===== config.mk =====
export PLATFORM = sky130hd
export DESIGN_NAME = poly_result_collector_flat
export DESIGN_NICKNAME = d
export VERILOG_FILES = /design/src/rtl/poly_result_collector_pkg.sv /design/src/rtl/poly_result_collector_if.sv /design/src/rtl/poly_result_collector_fifo.sv /design/src/rtl/poly_result_collector.sv /design/src/flat_wrapper.sv
export SDC_FILE = /design/constraint.sdc
export NUM_CORES = 1
export LEC_CHECK = 0
export ABC_CLOCK_PERIOD_IN_PS = 3000
export BUFFER_PORTS_ARGS = -buffer_cell sky130_fd_sc_hd__buf_2
export CAP_MARGIN = 10
export CORE_ASPECT_RATIO = 1.2
export CORE_UTILIZATION = 55
export DETAILED_ROUTE_END_ITERATION = 6
export HOLD_SLACK_MARGIN = 0.06
export PLACE_DENSITY_LB_ADDON = 0.3
export SYNTH_ARGS = -nofsm -noshare
export SYNTH_HDL_FRONTEND = slang
export SYNTH_HIERARCHICAL = 1
export SYNTH_SLANG_ARGS = --single-unit

===== constraint.sdc =====
create_clock -name clock -period 3 [get_ports clock]
set_input_delay 0.15 -clock clock [delete_from_list [all_inputs] [get_ports clock]]
set_output_delay 0.15 -clock clock [all_outputs]
set_load 0.02 [all_outputs]

===== src/rtl/poly_result_collector_pkg.sv =====
// Shared constants for the cubic-polynomial result collector.
// Holds result/tag widths, the pipeline frame geometry, default sample phases
// and warm-up length, plus the phase-advance helper used by the collector.
package poly_result_collector_pkg;

  localparam int Y_W        = 13;
  localparam int SEQ_W      = 8;
  localparam int DEPTH      = 4;
  localparam int FRAME_LEN  = 6;
  localparam int WARMUP_DEF = 4;
  localparam int SAMP_A_DEF = 2;
  localparam int SAMP_B_DEF = 5;
  localparam int DROP_W     = 8;

  localparam logic [2:0] PHASE_RESET = 3'd7;

  // 7 is the post-reset parking value; it and the last phase both lead to 0.
  function automatic logic [2:0] next_phase(input logic [2:0] p);
    if (p == PHASE_RESET || p == 3'(FRAME_LEN - 1)) return 3'd0;
    return p + 3'd1;
  endfunction

endpackage


===== src/rtl/poly_result_collector_if.sv =====
// Result output bus of the collector.
// Handshake: out_valid is high whenever the head entry (out_data/out_seq) is
// meaningful; an entry transfers on a rising clock edge where out_valid and
// out_ready are both high. out_ready may be high while out_valid is low and is
// then ignored. out_data/out_seq are stable while out_valid is high and not
// accepted.
// Modports: master (collector side), slave (consumer side).
interface poly_result_collector_if #(
  parameter int Y_W   = poly_result_collector_pkg::Y_W,
  parameter int SEQ_W = poly_result_collector_pkg::SEQ_W
) ();

  logic             out_valid;
  logic             out_ready;
  logic [Y_W-1:0]   out_data;
  logic [SEQ_W-1:0] out_seq;

  modport master (output out_valid, output out_data, output out_seq, input out_ready);
  modport slave  (input out_valid, input out_data, input out_seq, output out_ready);

endinterface


===== src/rtl/poly_result_collector_fifo.sv =====
// poly_sync_fifo: single-clock FIFO with asynchronous active-high reset.
// Ports: clock, reset; push/din write an entry (accepted when not full, or
// when a pop happens on the same edge); pop removes the head (ignored when
// empty); dout is the head entry, holding the last popped entry while empty;
// full, empty, level (entries held).
module poly_sync_fifo #(
  parameter int W     = 21,
  parameter int DEPTH = 4,
  parameter int AW    = $clog2(DEPTH),
  parameter int LW    = AW + 1
) (
  input  logic          clock,
  input  logic          reset,
  input  logic          push,
  input  logic [W-1:0]  din,
  input  logic          pop,
  output logic [W-1:0]  dout,
  output logic          full,
  output logic          empty,
  output logic [LW-1:0] level
);

  logic [W-1:0]  mem [DEPTH];
  logic [AW-1:0] wr_ptr;
  logic [AW-1:0] rd_ptr;
  logic [LW-1:0] count;
  logic [W-1:0]  last_q;
  logic          do_pop;
  logic          do_push;

  assign empty   = (count == '0);
  assign full    = (count == LW'(DEPTH));
  assign level   = count;
  assign do_pop  = pop && !empty;
  assign do_push = push && (!full || do_pop);

  // While empty the head keeps showing the entry that was popped last.
  assign dout = empty ? last_q : mem[rd_ptr];

  always_ff @(posedge clock) begin
    if (do_push) mem[wr_ptr] <= din;
  end

  always_ff @(posedge clock or posedge reset) begin
    if (reset) begin
      wr_ptr <= '0;
      rd_ptr <= '0;
      count  <= '0;
      last_q <= '0;
    end else begin
      if (do_push) wr_ptr <= wr_ptr + AW'(1);
      if (do_pop) begin
        rd_ptr <= rd_ptr + AW'(1);
        last_q <= mem[rd_ptr];
      end
      count <= count + LW'(do_push) - LW'(do_pop);
    end
  end

endmodule


===== src/rtl/poly_result_collector.sv =====
// poly_result_collector: captures two y results per 6-clock pipeline frame,
// discards the warm-up results after reset, tags kept results with a wrapping
// sequence number and buffers them for a valid/ready consumer.
// Ports: clock, reset (async, active-high); enable gates sample capture;
// y is the pipeline result; out_if (master) carries out_valid/out_ready/
// out_data/out_seq; level = entries held; overflow is sticky on a lost
// sample; drop_count counts lost samples, saturating at 255.
module poly_result_collector
  import poly_result_collector_pkg::*;
#(
  parameter int Y_W    = poly_result_collector_pkg::Y_W,
  parameter int SEQ_W  = poly_result_collector_pkg::SEQ_W,
  parameter int DEPTH  = poly_result_collector_pkg::DEPTH,
  parameter int SAMP_A = SAMP_A_DEF,
  parameter int SAMP_B = SAMP_B_DEF,
  parameter int WARMUP = WARMUP_DEF,
  parameter int LVL_W  = $clog2(DEPTH) + 1
) (
  input  logic                           clock,
  input  logic                           reset,
  input  logic                           enable,
  input  logic [Y_W-1:0]                 y,
  poly_result_collector_if.master        out_if,
  output logic [LVL_W-1:0]               level,
  output logic                           overflow,
  output logic [DROP_W-1:0]              drop_count
);

  localparam int WARM_W = $clog2(WARMUP + 2);

  logic [2:0]         phase;
  logic [WARM_W-1:0]  warm;
  logic [SEQ_W-1:0]   seq;
  logic               slot;
  logic               warm_done;
  logic               pop;
  logic               push;
  logic               drop;
  logic               fifo_full;
  logic               fifo_empty;
  logic [Y_W+SEQ_W-1:0] head;

  // Phase value before the edge decides whether that edge is a sample slot.
  assign slot      = enable && (phase == 3'(SAMP_A) || phase == 3'(SAMP_B));
  assign warm_done = (warm == WARM_W'(WARMUP));
  assign pop       = out_if.out_valid && out_if.out_ready;
  // A same-edge pop frees a slot in a full FIFO, so only full-without-pop drops.
  assign drop      = slot && warm_done && fifo_full && !pop;
  assign push      = slot && warm_done && !drop;

  always_ff @(posedge clock or posedge reset) begin
    if (reset) begin
      phase      <= PHASE_RESET;
      warm       <= '0;
      seq        <= '0;
      overflow   <= 1'b0;
      drop_count <= '0;
    end else begin
      phase <= next_phase(phase);
      if (slot) begin
        if (!warm_done) begin
          warm <= warm + WARM_W'(1);
        end else begin
          // Tag advances on dropped samples too, so gaps in out_seq show loss.
          seq <= seq + SEQ_W'(1);
          if (drop) begin
            overflow <= 1'b1;
            if (drop_count != '1) drop_count <= drop_count + DROP_W'(1);
          end
        end
      end
    end
  end

  poly_sync_fifo #(
    .W     (Y_W + SEQ_W),
    .DEPTH (DEPTH)
  ) u_fifo (
    .clock (clock),
    .reset (reset),
    .push  (push),
    .din   ({y, seq}),
    .pop   (out_if.out_ready),
    .dout  (head),
    .full  (fifo_full),
    .empty (fifo_empty),
    .level (level)
  );

  assign out_if.out_valid = !fifo_empty;
  assign out_if.out_data  = head[Y_W+SEQ_W-1:SEQ_W];
  assign out_if.out_seq   = head[SEQ_W-1:0];

endmodule


===== src/flat_wrapper.sv =====
// flat-port wrapper written by rule: the top's interface ports become plain ports
module poly_result_collector_flat import poly_result_collector_pkg::*;
#(
  parameter int Y_W    = poly_result_collector_pkg::Y_W,
  parameter int SEQ_W  = poly_result_collector_pkg::SEQ_W,
  parameter int DEPTH  = poly_result_collector_pkg::DEPTH,
  parameter int SAMP_A = SAMP_A_DEF,
  parameter int SAMP_B = SAMP_B_DEF,
  parameter int WARMUP = WARMUP_DEF,
  parameter int LVL_W  = $clog2(DEPTH) + 1
)
  (clock, reset, enable, y, level, overflow, drop_count, out_if_out_valid, out_if_out_data, out_if_out_seq, out_if_out_ready);
  poly_result_collector_if #(.Y_W(Y_W), .SEQ_W(SEQ_W)) out_if_i ();
  input  logic clock;
  input  logic reset;
  input  logic enable;
  input  logic [Y_W-1:0] y;
  output logic [LVL_W-1:0] level;
  output logic overflow;
  output logic [DROP_W-1:0] drop_count;
  output wire logic [$bits(out_if_i.out_valid)-1:0] out_if_out_valid;
  output wire logic [$bits(out_if_i.out_data)-1:0] out_if_out_data;
  output wire logic [$bits(out_if_i.out_seq)-1:0] out_if_out_seq;
  input wire logic [$bits(out_if_i.out_ready)-1:0] out_if_out_ready;
  assign out_if_out_valid = out_if_i.out_valid;
  assign out_if_out_data = out_if_i.out_data;
  assign out_if_out_seq = out_if_i.out_seq;
  assign out_if_i.out_ready = out_if_out_ready;
  poly_result_collector #(.Y_W(Y_W), .SEQ_W(SEQ_W), .DEPTH(DEPTH), .SAMP_A(SAMP_A), .SAMP_B(SAMP_B), .WARMUP(WARMUP), .LVL_W(LVL_W)) u_core (.clock(clock), .reset(reset), .enable(enable), .y(y), .out_if(out_if_i), .level(level), .overflow(overflow), .drop_count(drop_count));
endmodule

Yosys cells after proc, flatten, opt, wreduce, memory -nomap -nowiden. Memories as Yosys holds them, arrays and structs flattened. Cells that the tools add are included.

Input port bits: 17. RAM bits: 84. Logic and storage cells: 50. Bits in latches: 0. Memories kept: 1. Register bits: 51. Output and inout port bits: 34. ROM bits: 0.

Div/mod/pow operators: 0. Shift operators: 0. Equal/unequal tests: 6. $mul: 0. Bitwise gates (word level): 1. Muxes and demuxes: 6. Reductions and logical operators: 19. Add/sub/neg operators: 8. Magnitude comparators: 0.

Memories: u_core.u_fifo.mem (words 4, bits a word 21, read ports 1, clocked after memory_dff 0, wr ports 1, RTL line poly_result_collector_fifo.sv:23) `logic [W-1:0] mem [DEPTH];`.

Operators by type and width (number): 2-to-1 mux 21 bit (1); adder 8 x 1 -> 8 bit (second input constant) (2); equality test 3 bit (second input constant) (4); inequality test 8 bit (second input constant) (1); logical AND 1 bit (7); adder 3 x 1 -> 3 bit (second input constant) (2); 2-to-1 mux 3 bit (2); adder 2 x 1 -> 2 bit (second input constant) (2); logical NOT 1 bit (4); AND reduction 2 bit (2); AND reduction 4 bit (1); adder 3 x 1 -> 3 bit (1); equality test 3 x 2 -> 1 bit (second input constant) (1); logical NOT 3 bit (1); logical OR 1 bit (3); 2-to-1 mux 1 bit (3); AND reduction 3 bit (1); subtractor 3 x 1 -> 3 bit (1); inverter 1 bit (1).

Longest topological paths before layout.
Depth after elaboration: 11. Mapped depth: 12. Depth with buffers taken out: 11.

Hierarchy. The synthesis kept the hierarchy.

By module, submodules not included: poly_sync_fifo (instances 1, area an instance 4496.8 um2, sequential area each 3223.1 um2, cells each 214); poly_result_collector (instances 1, area an instance 1138.6 um2, sequential area each 579.3 um2, cells each 96).

Least setup slack after synthesis. OpenSTA, ideal clock, no wires.

Path kind: register to register. From: reg u_core.phase[0]. To: reg u_core.u_fifo.count[2], in the netlist u_core/u_fifo/level[2]. Buffers on the path: 1. Cell stages (with the launch flop): 13. Arrival time: 2.465 ns. Period minus slack after synthesis: 2.588 ns. Data required time: 2.877 ns. Setup time: 0.123 ns. Slack: 0.412 ns. Cell sequence: dfstp_2 -> inv_1 -> ha_1 -> mux2_4 -> and2_2 -> buf_6 -> a21boi_0 -> o21ai_0 -> o21ai_0 -> ha_1 -> fa_1 -> xnor2_1 -> xnor2_1.

Longest elaborated chain between the ends: 11. Elaborated cells between the ends (all ways): 12. Those cells by class: add/sub (2); eq/ne (2); reduce/logical (8).

Ends and longest elaborated chain: from (decl) (RTL line poly_result_collector.sv:31) `logic [2:0] phase;`; from (signal assigned) (RTL line poly_result_collector.sv:59) `phase <= next_phase(phase);`; equality test 3 x 2 -> 1 bit or equality test 3 bit (tied branches) (RTL line poly_result_collector.sv:44) `assign slot = enable && (phase == 3'(SAMP_A) || phase == 3'(SAMP_B));`; logical OR 1 bit * (RTL line poly_result_collector.sv:44); logical AND 1 bit * (RTL line poly_result_collector.sv:44); logical AND 1 bit * (RTL line poly_result_collector.sv:48, poly_result_collector.sv:49); logical AND 1 bit (2 in a row) (RTL line poly_result_collector.sv:48) `assign drop = slot && warm_done && fifo_full && !pop;`; logical NOT 1 bit (RTL line poly_result_collector.sv:49) `assign push = slot && warm_done && !drop;`; logical AND 1 bit * (RTL line poly_result_collector.sv:49); named net u_core.push (RTL line poly_result_collector.sv:37) `logic push;`; logical AND 1 bit * (RTL line poly_result_collector_fifo.sv:35) `assign do_push = push && (!full || do_pop);`; adder 3 x 1 -> 3 bit * (RTL line poly_result_collector_fifo.sv:56) `count <= count + LW'(do_push) - LW'(do_pop);`; subtractor 3 x 1 -> 3 bit * (RTL line poly_result_collector_fifo.sv:56); to (signal assigned) (RTL line poly_result_collector_fifo.sv:56); to (decl) (RTL line poly_result_collector_fifo.sv:26) `logic [LW-1:0] count;`.

The timed path passes the listed nets; every way through them passes the cells marked *. A chain may end at the register's enable or synchronous reset.

Worst setup path in the final report. Ends and elaborated chain as after synthesis.

==> results_dict.tcl <==
set metrics [dict create \
    grt_use_met3_pct 6.25 \
    ys_ff_latch 135 \
    wire_per_inst_microns 19.0 \
    setup_violations 0 \
    ys.flop_type "edfxtp_1" \
    grt_pass1_wl_mm 16.4 \
    use_met2_pct 38.6 \
    p_leak_nw 2.86 \
    syn_inst 310 \
    dp_hpwl_mm 6.19 \
    grt_max_degree 25 \
    insertion_delay_ps 410 \
    tightest_slew_ps 889 \
    synth_area_leader_cell "edfxtp_1" \
    fin_nets 424 \
    clock_path_buffers 2 \
    cts_tree "built" \
    worstHoldPathCells 3 \
    cts_made_buffers 17 \
    use_met1_pct 23.5 \
    ctsHtreeMaxLevel 4 \
    synth_edf_count 84 \
    final.setup_skew_ps 7.65 \
    die_area_sq_mm 0.0107 \
    path_max_fanout 10 \
    syn-cell-area_sq_mm 0.00564 \
    max_freq_ghz 0.358 \
    dp_slack_ps 233 \
    core_region_area_sq_mm 0.0100 \
    yosysSeqAreaShare_pct 67.5 \
    syn-num-nets 341 \
    drv_slew 0 \
    cts.sinks 135 \
    ios 51 \
    busiest_layer "met2" \
    synth_area_per_cell_sq_um 18.2 \
    worst_slack_ps 209 \
    die_x_microns 94.4 \
    layout-drive-gt1-share_pct 40.4 \
    start_kind "flop" \
    fin_tns_setup_ps 0 \
    final_cell_mix "84 x edfxtp_1, 50 x buf_2, 48 x dfrtp_1" \
    clk_pin_slew_ps 60 \
    rows 40 \
    final_common_cell "edfxtp_1" \
    die_y_microns 113 \
    initial_core_util_pct 56.3 \
    fin_cells 532 \
    area_growth_pct 23.6 \
    drtIter0Drc 137 \
    grtUsageTotal_pct 21.6 \
    drt-pass1-iter-count 6 \
    port_buffers 50 \
    hold_path.class "in -> reg" \
    vias 2918 \
    period_minus_slack_ps 2790 \
    r2r_cells 10 \
    rsz0062_at_grt "false" \
    grt.overflow.total 0 \
    period_share_pct 93.0 \
    synth_warnings 6 \
    post_cts_buffers 0 \
    crit_type "reg -> reg" \
    hold_violations 0 \
    antenna_found_initial 0 \
    ys_top_cells_by_area "edfxtp_1 45%, dfrtp_1 21%, mux2_2 9.2%" \
    gp_congestion 0.741 \
    end_kind "flop" \
    drtAntennaViolNets 0 \
    via_per_inst 5.48 \
    vdd_ir_drop_max_v 0.000479 \
    cp.arrival_ps 3110 \
    grt_pass1_vias 3197 \
    wirelength_mm 10.1 \
    drv_cap 0 \
    n_antenna_cell 0 \
    yosysUniqueCellTypes 39 \
    p_per_area_mw_per_mm2 979 \
    ys_async_sr_fraction_pct 37.8 \
    dp.cells 485 \
    cts-root-buf "clkbuf_16" \
    synth_top_area_share_pct 44.8 \
    outcome "complete, no violations" \
    slew_headroom_pct 40.7 \
    crit_required_ps 3320 \
    drc_errors 0 \
]
-- worst paths after layout --
| check | slack [ps] | end | from |
|---|---|---|---|
| worst max-delay path | 210 | u_core/u_fifo/level[2]$_DFF_PP0_ | u_core/phase[0]$_DFF_PP1_ |
| worst min-delay path | 260 | u_core/u_fifo/wr_ptr[0]$_DFFE_PP0P_ | out_if_out_ready |
| worst max register to register | 210 | u_core/u_fifo/level[2]$_DFF_PP0_ | u_core/phase[0]$_DFF_PP1_ |
| worst min register to register | 490 | u_core/overflow$_DFFE_PP0P_ | u_core/overflow$_DFFE_PP0P_ |
| max in group asynchronous | 1920 | u_core/u_fifo/wr_ptr[0]$_DFFE_PP0P_ | reset |
| min in group asynchronous | 390 | u_core/u_fifo/last_q[19]$_DFFE_PP0N_ | reset |
-- state kept, by name, summed over array words and instances, names as in the netlist --
name	flops
u_core/phase	3
u_core/overflow	1
u_core/u_fifo/last_q	21
u_core/u_fifo/mem	84
u_core/u_fifo/level	3
u_core/drop_count	8
u_core/u_fifo/wr_ptr	2
u_core/u_fifo/rd_ptr	2
u_core/warm	3
u_core/seq	8
-- stage by stage --
step                      area, sq um  total power, W  hold WS, ps  util [%]
after floorplan                  5640         0.00372          150         -
after global placement           6040         0.00405          252      60.3
after detailed placement         6040         0.00413          273      60.3
after CTS                        6970         0.00689          250      69.6
after global routing             6970         0.00713          302      69.6
final                            6970         0.00682          264      69.6
-- cell usage after synthesis, drive strengths merged (6+ instances only) --
master and n:
mux4 21, inv 12, ha 13, xnor2 12, nand4 6, edfxtp 84, buf 11, mux2 48
and2 6, nand2 6, dfrtp 48, xor2 7
-- worst max-delay path: stages, from the launching register on --
cell,delay [ps]
dfstp_2,560
ha_1,180
mux2_4,190
and2_2,260
a21boi_1,300
nand2b_1,200
o21ai_0,100
ha_1,220
fa_1,380
xnor2_1,180
xnor2_1,160
-- cells by family (layout without fill, tap and decap cells) --
| logic type | after synthesis | in the layout | synth area share [%] |
|---|---|---|---|
| flip-flops | 135 | 135 | 67.5 |
| multiplexers | 69 | 69 | 18.3 |
| AND/OR/NAND/NOR | 42 | 42 | 4.55 |
| buffers and inverters | 23 | 119 | 2.51 |
| XOR/XNOR | 19 | 19 | 2.95 |
| adder cells (fa/ha/maj) | 14 | 14 | 3.24 |
| AO/OA/AOI/OAI | 8 | 8 | 1.02 |
-- per-layer routing --
metal  share of wire, %  up-vias
li1                   -     1353
met1                 39     1484
met2                 56       70
met3                3.7       11
met4                1.3        0
met5                  0        -
-- what timing repair did --
action,4_1_cts,5_1_grt
hold endpoints to repair,86,0
endpoints found under the setup margin,0,1
gates resized for setup,0,1
hold buffers,15,0
-- layout make-up --
class,count,area (sq um)
Sequential cell,135,3800
Fill cell,660,3040
Clock inverter,15,352
Tap cell,126,158
Multi-Input combinational cell,152,1700
Clock buffer,17,425
Inverter,12,45.0
Timing Repair Buffer,75,488
-- where the power goes --
part	switching, W	internal, W
Combinational	0.000818	0.000831
Clock	0.000747	0.00197
Sequential	0.000231	0.00222
Total	0.00180	0.00502
Note: power is estimated with default switching activity, not from simulation.
